[src/rtl/len5_config_pkg.sv]
// rtl/len5_config_pkg.sv - shared core configuration: PC width and boot address
package len5_config_pkg;

  localparam int unsigned XLEN = 64;
  localparam logic [XLEN-1:0] BOOT_PC = '0;

endpackage

[src/rtl/pc_gen.sv]
// rtl/pc_gen.sv - frontend fetch PC generator with one buffered redirect
// Optional PCGEN_BPU_EN: taken BPU predictions steer the sequential PC.
module pc_gen #(
  parameter int unsigned          XLEN    = len5_config_pkg::XLEN,
  parameter logic [XLEN-1:0]      BOOT_PC = len5_config_pkg::BOOT_PC
) (
  input  logic            clk_i,
  input  logic            rst_ni,
  input  logic            comm_except_raised_i,
  input  logic [XLEN-1:0] comm_except_pc_i,
  input  logic            bu_res_valid_i,
  output logic            bu_res_ready_o,
  input  logic [XLEN-1:0] bu_res_pc_i,
  input  logic            bpu_taken_i,
  input  logic [XLEN-1:0] bpu_target_i,
  output logic            pc_valid_o,
  input  logic            mem_ready_i,
  output logic [XLEN-1:0] pc_o,
  output logic            redirect_o
);

  typedef enum logic [1:0] {
    BOOT,
    RUN,
    WAIT_FE
  } pcgen_state_t;

  function automatic logic [XLEN-1:0] word_align(input logic [XLEN-1:0] addr);
    return {addr[XLEN-1:2], 2'b00};
  endfunction

  pcgen_state_t    state_q, state_d;
  logic [XLEN-1:0] pc_q, pc_d;
  logic [XLEN-1:0] pend_pc_q, pend_pc_d;
  logic            redirect_q, redirect_d;
  logic [XLEN-1:0] seq_pc;
  logic            fire;

  assign pc_valid_o     = (state_q != BOOT);
  assign bu_res_ready_o = (state_q != WAIT_FE) && !comm_except_raised_i;
  assign fire           = pc_valid_o && mem_ready_i;
  assign pc_o           = pc_q;
  assign redirect_o     = redirect_q;

`ifdef PCGEN_BPU_EN
  assign seq_pc = bpu_taken_i ? word_align(bpu_target_i) : pc_q + XLEN'(4);
`else
  logic unused_bpu;
  assign unused_bpu = ^{bpu_taken_i, bpu_target_i};
  assign seq_pc     = pc_q + XLEN'(4);
`endif

  always_comb begin
    state_d    = state_q;
    pc_d       = pc_q;
    pend_pc_d  = pend_pc_q;
    redirect_d = 1'b0;

    if (comm_except_raised_i) begin
      // The exception is the only event allowed to move pc_o during a stall.
      pc_d       = word_align(comm_except_pc_i);
      pend_pc_d  = '0;
      state_d    = RUN;
      redirect_d = 1'b1;
    end else begin
      unique case (state_q)
        BOOT: begin
          state_d = RUN;
          if (bu_res_valid_i) begin
            pc_d       = word_align(bu_res_pc_i);
            redirect_d = 1'b1;
          end
        end
        RUN: begin
          if (bu_res_valid_i) begin
            if (fire) begin
              pc_d       = word_align(bu_res_pc_i);
              redirect_d = 1'b1;
            end else begin
              pend_pc_d = word_align(bu_res_pc_i);
              state_d   = WAIT_FE;
            end
          end else if (fire) begin
            pc_d = seq_pc;
          end
        end
        WAIT_FE: begin
          if (fire) begin
            pc_d       = pend_pc_q;
            state_d    = RUN;
            redirect_d = 1'b1;
          end
        end
        default: state_d = BOOT;
      endcase
    end
  end

  always_ff @(posedge clk_i or negedge rst_ni) begin
    if (!rst_ni) begin
      state_q    <= BOOT;
      pc_q       <= BOOT_PC;
      pend_pc_q  <= '0;
      redirect_q <= 1'b0;
    end else begin
      state_q    <= state_d;
      pc_q       <= pc_d;
      pend_pc_q  <= pend_pc_d;
      redirect_q <= redirect_d;
    end
  end

endmodule

[config.mk]
export PLATFORM = sky130hd
export DESIGN_NAME = pc_gen
export DESIGN_NICKNAME = d
export VERILOG_FILES = /design/src/rtl/len5_config_pkg.sv /design/src/rtl/pc_gen.sv
export SDC_FILE = /design/constraint.sdc
export NUM_CORES = 1
export LEC_CHECK = 0
export CAP_MARGIN = 40
export CORE_AREA = 3 3 93 184
export DETAILED_ROUTE_END_ITERATION = 10
export DIE_AREA = 0 0 96 187
export PLACE_DENSITY = 0.85
export SETUP_SLACK_MARGIN = 0.4
export SYNTH_ARGS = -nofsm -noshare
export SYNTH_HDL_FRONTEND = slang
export SYNTH_SLANG_ARGS = --single-unit
[constraint.sdc]
create_clock -name clk_i -period 8.1 [get_ports clk_i]
set_clock_uncertainty 0.2 [all_clocks]
set_input_delay 1.62 -clock clk_i [delete_from_list [all_inputs] [get_ports clk_i]]
set_output_delay 1.62 -clock clk_i [all_outputs]
set_load 0.03 [all_outputs]
==> results.md, run 1 <==
* Setup crit end: pc_o[29]
* WHS at ~0.27 ns
* Finished Layout Cells at 1370
* Starting Density at between 50% and 60%
* Final Cycle Share at between 50 and 60%
* Area leader, netlist: dfrtp_1
* Multi-input logic area at ~0.0045 mm^2
* Final core occ at between 60% and 70%
* Starting DRT DRC Count at between 900 and 1000
* I/O Pins at 265
* Largest cells by area after synthesis: dfrtp_1 39%, nand2_1 8.9%, nand4_1 6.4%
* Worst-path clk slew at 0.06 ns
* Setup violation total in the final timing report at 0
* Final Critical Period at about 4.8 ns
* # Max-Cap Violations at 0
* Hold Crit Start: pend_pc_q[18]
* Placed cell count at between 1000 and 1500
* Post-Syn Area at 0.00808 mm^2
* DRC at 0
* Flops & latches, synth at 127
* Status: completed
* Number of antenna violations at the first check in global routing at 3
* CP Launch Point: mem_ready_i
* Asr flop ratio synth at 100%
* Final hold vios at 0
* FF-to-FF setup slack at ~4.0 ns
* Required @ worst endpoint at between 8 and 9 ns
* Worst VDD drop at 0.230 mV
* Leading register cell type out of synthesis: dfrtp_1
* Critical path peak fanout at between 60 and 70
* Post-DP HPWL at 21200 um
* Gr usage total at between 30% and 40%
* CTS tree: yes
* Worst Setup End Kind: flop
* Avg Inst Size Synth at around 8 um^2
* Routed Antenna Nets at 0
* FP Rows at 65
* Layout filler cell count at 1325
* Gr ovfl total at 0
* FMAX at roughly 210 MHz
* Clock sinks at between 100 and 150
* IO buf count at 193
* DP Area at between 0.01 and 0.015 mm^2
* Final GP Congestion at between 0.9 and 1
* Layout cell share with drive strength beyond 1 at 6.26%
* Seq/Total Area, Yosys at between 30 and 40%
* Reg2reg start: state_q[0]
* Detailed-route wire length at approximately 32000 um
* FF/Latch Area at 0.00318 mm^2
* Worst-Skew Late Latency at 0.43 ns
* Setup TNS Final at 0 ns
* Hold Buf Count CTS at 0
* Yosys top cell area share at approximately two fifths
* Gate Count Post-Synth at ~1000
* Max Root-Sink Buffers at 2
* Distinct cells, synth at 63
* Startpoint Class: primary input
* Root buf cell: clkbuf_16
* Routed len/inst at 23.0 um
* Worst hold path type: flop to flop
* Postcts setup bufs at 0
* FF-to-FF path depth at 10
* Crit path DAT at around 5.0 ns
* Vias post-DR at around 9400
* Area delta synth->final at 32.4%
* Critical path class: primary input to flop
* Slew headroom at 34.8%
* Die ar. at ~0.018 mm^2
* First-pass GRT wire length at just under 50000 um
* First-pass DRT Iterations at 6
* Number of global-route vias before repair at roughly 9000
* RSZ-0062 raised after global routing: no
* Crit Reg-Reg Endpoint: pc_o[29]
* Core area at 0.0159 mm^2
* Vias per cell at just under 7
* Nets at roughly 1400
* Number of enable flip-flop cells after synthesis at 0
* Die H at between 150 and 200 um
* Worst-margin pin slew at roughly 0.97 ns
* H-tree depth at 4
* DIE WIDTH at around 96 um
* Largest net degree at the start of global routing at 71
* Syn. warnings at 0
* Pleak at 4.43 nW
* Power Dens Cells at approximately 360 mW/mm^2
* Finished Cell Area at ~0.011 mm^2
* Final slew viol count at 0
* TritonCTS buffer count at 17
* Post_cts resized at 0
report_power, final:
group | internal (W) | switching [W] | total (W) | leakage [nW]
clock | 0.000448 | 0.000297 | 0.000746 | 0.265
sequential | 0.000826 | 0.000305 | 0.00113 | 1.62
combinational | 0.000715 | 0.00125 | 0.00197 | 2.55
registers in the layout, summed over array words and instances, names as in the netlist:
signal / flops
redirect_o: 1
state_q: 2
pend_pc_q: 62
pc_o: 62
final cells by class:
class | instances | share of cell area (%)
clock buffer | 20 | 4.08
multi-input combinational | 778 | 42.3
timing repair buffer | 214 | 19.8
antenna | 3 | 0.0702
inverter | 15 | 0.526
clock inverter | 12 | 1.12
tap | 201 | 2.35
sequential | 127 | 29.7
synth_stat cells (8+ instances only):
cell / instances
a21oi_1: 51
a221o_1: 11
a221oi_1: 36
a222oi_1: 8
a22oi_1: 8
a31oi_1: 10
and2_1: 10
and3_1: 15
and4_1: 12
clkbuf_1: 81
dfrtp_1: 127
inv_1: 15
nand2_1: 192
nand3_1: 28
nand4_1: 82
nor2_1: 50
nor3_1: 36
nor4_1: 14
o21ai_0: 83
o221a_2: 8
xnor2_1: 8
xor2_1: 16
cell usage in the layout (no fill, tap or decap), types with 6 or more instances in the layout:
cell type        netlist  layout
and3_1                15      15
a41oi_1                6       6
and2_1                10       9
and4_1                12      12
a221o_1               11      11
a221oi_1              36      36
xor2_1                16      16
nor3_1                36      36
a21oi_1               51      50
ha_1                   6       6
xnor2_1                8       8
buf_4                  2      15
clkinv_2               0       6
o221a_2                8       8
nor2_1                50      50
nand3_1               28      28
nor4_1                14      14
a222oi_1               8       8
a31oi_1               10      10
nand4_1               82      82
clkbuf_16              0      17
inv_1                 15      14
a22oi_1                8       8
dfrtp_1              127     127
o22ai_1                7       7
nand2b_1               7       6
nand2_1              192     192
clkdlybuf4s50_1        0     191
or3_1                  7       7
o21ai_0               83      83
o211ai_1               6       6
metal layers:
metal	track usage [%]	part of all wire (%)	vias to the layer above
met1	41.1	33	4410
met3	6.56	10	173
met4	27.0	8.0	0
li1	-	-	4089
met5	0	0	-
met2	54.7	49	713
stage by stage:
stage	setup WS [ns]	total power [W]
floorplan	3.64	0.00224
global placement	2.64	0.00299
detailed placement	2.98	0.00305
CTS	3.34	0.00380
global route	3.24	0.00403
finish	3.26	0.00385
worst max-delay path: stages:
cell and delay [ns]:
clkdlybuf4s50_1 0.45, nand2b_2 0.08, buf_4 0.64, o21a_1 0.65, buf_4 0.48, nand2_1 0.39
buf_16 0.31, o22ai_1 0.15, nor3_1 0.08
kinds of logic after synthesis:
family                   after synthesis  share of synthesized area (%)
adder cells (fa/ha/maj)                6                          0.929
multiplexers                           6                          0.759
buffers and inverters                103                           4.91
flip-flops                           127                           39.3
other                                  1                         0.0464
XOR/XNOR                              24                           2.60
AO/OA/AOI/OAI                        272                           22.8
AND/OR/NAND/NOR                      468                           28.6
how the worst min path moves through the flow:
stage / depth (start not counted) / slack (ns) / end
5_1_grt: 2 / 0.28 / pend_pc_q[22]
3_3_place_gp: 2 / 0.25 / pend_pc_q[21]
4_1_cts: 2 / 0.27 / pend_pc_q[17]
6_report: 2 / 0.27 / pend_pc_q[18]
2_1_floorplan: 2 / 0.24 / pend_pc_q[10]
3_5_place_dp: 2 / 0.26 / pend_pc_q[21]
Note: power is estimated with default switching activity, not from simulation.
==> inputs of run 2 (changes only) <==
--- a/config.mk
+++ b/config.mk
@@ -6,10 +6,10 @@
 export NUM_CORES = 1
 export LEC_CHECK = 0
 export CAP_MARGIN = 40
-export CORE_AREA = 3 3 93 184
+export CORE_AREA = 3 3 101 200
 export DETAILED_ROUTE_END_ITERATION = 10
-export DIE_AREA = 0 0 96 187
-export PLACE_DENSITY = 0.85
+export DIE_AREA = 0 0 104 203
+export PLACE_DENSITY = 0.76
 export SETUP_SLACK_MARGIN = 0.4
 export SYNTH_ARGS = -nofsm -noshare
 export SYNTH_HDL_FRONTEND = slang
==> constraint.sdc (replaced) <==
create_clock -name clk_i -period 4.05 [get_ports clk_i]
set_clock_uncertainty 0.2 [all_clocks]
set_input_delay 0.81 -clock clk_i [delete_from_list [all_inputs] [get_ports clk_i]]
set_output_delay 0.81 -clock clk_i [all_outputs]
set_load 0.03 [all_outputs]
==> run 2 against run 1 <==
First-iteration DRC count fell by 9.5%. Critical path type is now flop to primary output. Sequential share of layout area fell by 0.57 points. Die area rose by 18%. Worst hold slack got worse by 0.017 ns. Global-route usage fell by 4.0 points. Worst setup slack got worse by 2.7 ns. Non-clock buffer count rose by 13. Largest cell class unchanged. Total power rose by 110%.
==> results.md, run 2 (same netlist as run 1, synthesis figures left out) <==
* Status: completed
* Startpoint Class: flop
* Detailed-route wire length at 32900 um (+4.4%)
* Number of global-route vias before repair at 9255 (+0.087%)
* Final slew viol count at 0 (unchanged)
* Vias post-DR at 9296 (-0.95%)
* DIE WIDTH at 104 um (+8.3%)
* Reg2reg start: pc_o[3]
* Slew headroom at 38.5% (+3.7 points)
* CP Launch Point: state_q[0]
* Crit path DAT at 2.45 ns (-2.50 ns)
* FMAX at ~290 MHz
* Starting DRT DRC Count at 886 (-9.5%)
* Worst path bufs/invs at 2 (-2)
* First-pass GRT wire length at 51400 um (+6.1%)
* Hold Buf Count CTS at 0 (unchanged)
* Critical path peak fanout at 10 (-85%)
* Core area at 0.0188 mm^2 (+19%)
* Max stage delay cell, worst path: clkdlybuf4s50_1
* WHS at 0.251 ns (-0.0169 ns)
* Critical path class: flop to primary output
* Worst-margin pin slew at 0.913 ns (-0.0554 ns)
* Routed Antenna Nets at 0 (unchanged)
* Worst-path clk slew at 0.06 ns (about the same)
* FP Rows at 71 (+9.2%)
* Routed len/inst at 22.9 um (-0.39%)
* Root buf cell: clkbuf_16
* Final Cycle Share at a little under nine tenths
* Vias per cell at 6.47 (-5.5%)
* Nets at 1370 (+0.96%)
* Worst hold path type: primary input to asynchronous set/reset pin
* Post_cts resized at 0 (unchanged)
* Power Dens Cells at 726 mW/mm^2 (+100%)
* CP peak stage delay at 0.75 ns (+0.10 ns)
* Worst VDD drop at 0.407 mV (+77%)
* Final core occ at 57.9% (-9.5 points)
* Worst-path cell chain: inv_1 > ha_1 > nor2_1 > clkdlybuf4s50_1
* Gr ovfl total at 0 (unchanged)
* Required @ worst endpoint at 3.04 ns (-5.17 ns)
* Gr usage total at 31.0% (-4.0 points)
* Setup TNS Final at 0 ns (unchanged)
* Largest net degree at the start of global routing at 70 (-1.4%)
* Post-DP HPWL at 22900 um (+8.0%)
* Setup violation total in the final timing report at 0 (unchanged)
* Clock sinks at 127 (unchanged)
* I/O Pins at 265 (unchanged)
* RSZ-0062 raised after global routing: no
* IO buf count at 193 (unchanged)
* Layout cell share with drive strength beyond 1 at 7.55% (+1.3 points)
* DRC at 0 (unchanged)
* First-pass DRT Iterations at 6 (unchanged)
* Max Root-Sink Buffers at 2 (unchanged)
* Number of antenna violations at the first check in global routing at 2 (-1)
* Final hold vios at 0 (unchanged)
* Die ar. at 0.0211 mm^2 (+18%)
* TritonCTS buffer count at 17 (unchanged)
* CTS tree: yes
* Postcts setup bufs at 0 (unchanged)
* Finished Cell Area at 0.0109 mm^2 (+2.0%)
* # Max-Cap Violations at 0 (unchanged)
* Die H at 203 um (+8.6%)
* Commonest non-fill, non-tap cell in the layout: nand2_1
* Top Family by Delay on Critical Path: buffers and inverters
* H-tree depth at 4 (unchanged)
* Worst-Skew Late Latency at 0.43 ns (about the same)
* Area delta synth->final at 35.0%
* Starting Density at 42.9% (-8.0 points)
* DP Area at 0.0103 mm^2 (+1.6%)
* Layout filler cell count at 1720 (+30%)
* Pleak at 4.50 nW (+1.6%)
* Final GP Congestion at 0.963 (+0.17%)
* Worst Setup End Kind: primary output
* Most frequent cells in the layout: 192 x nand2_1, 191 x clkdlybuf4s50_1, 127 x dfrtp_1
* Final Critical Period at roughly 3.5 ns
run 2: area by class of cell:
class | instances | area (um^2) | share of cell area [%]
Timing Repair Buffer | 227 | 2200 | 20.2
Multi-Input combinational cell | 778 | 4530 | 41.5
Sequential cell | 127 | 3180 | 29.1
Clock inverter | 13 | 163 | 1.49
Clock buffer | 19 | 453 | 4.15
Antenna cell | 2 | 5.00 | 0.0459
Tap cell | 255 | 319 | 2.93
Inverter | 15 | 56.3 | 0.516
run 2: worst paths after layout:
path                                  end  slack [ns]  depth (start not counted)
max                        bu_res_ready_o        0.59                          4
min                               pc_o[2]        0.25                          1
max reg2reg                      pc_o[62]        0.74                          8
min reg2reg                 pend_pc_q[12]        0.27                          2
max in group asynchronous   pend_pc_q[39]        2.50                          2
min in group clk_i          pend_pc_q[12]        0.27                          2
run 2: through the flow:
step | total power [W] | worst slack [ns] | instances
2_1_floorplan | 0.00449 | 0.934 | 1008
3_3_place_gp | 0.00615 | 0.706 | 1402
3_5_place_dp | 0.00622 | 0.664 | 1402
4_1_cts | 0.00785 | 0.617 | 1434
5_1_grt | 0.00830 | 0.539 | 1436
6_report | 0.00791 | 0.590 | 1436
run 2: layer usage:
metal / up-vias / track usage [%] / part of all wire, %
li1: 4099 / - / -
met1: 4418 / 34.9 / 34
met2: 627 / 51.4 / 49
met3: 152 / 6.27 / 8.5
met4: 0 / 23.4 / 7.8
met5: - / 0 / 0
run 2: power breakdown:
part	switching (W)	internal, W	leakage (nW)
clock	0.000614	0.000999	0.284
sequential	0.000610	0.00165	1.62
combinational	0.00255	0.00149	2.60
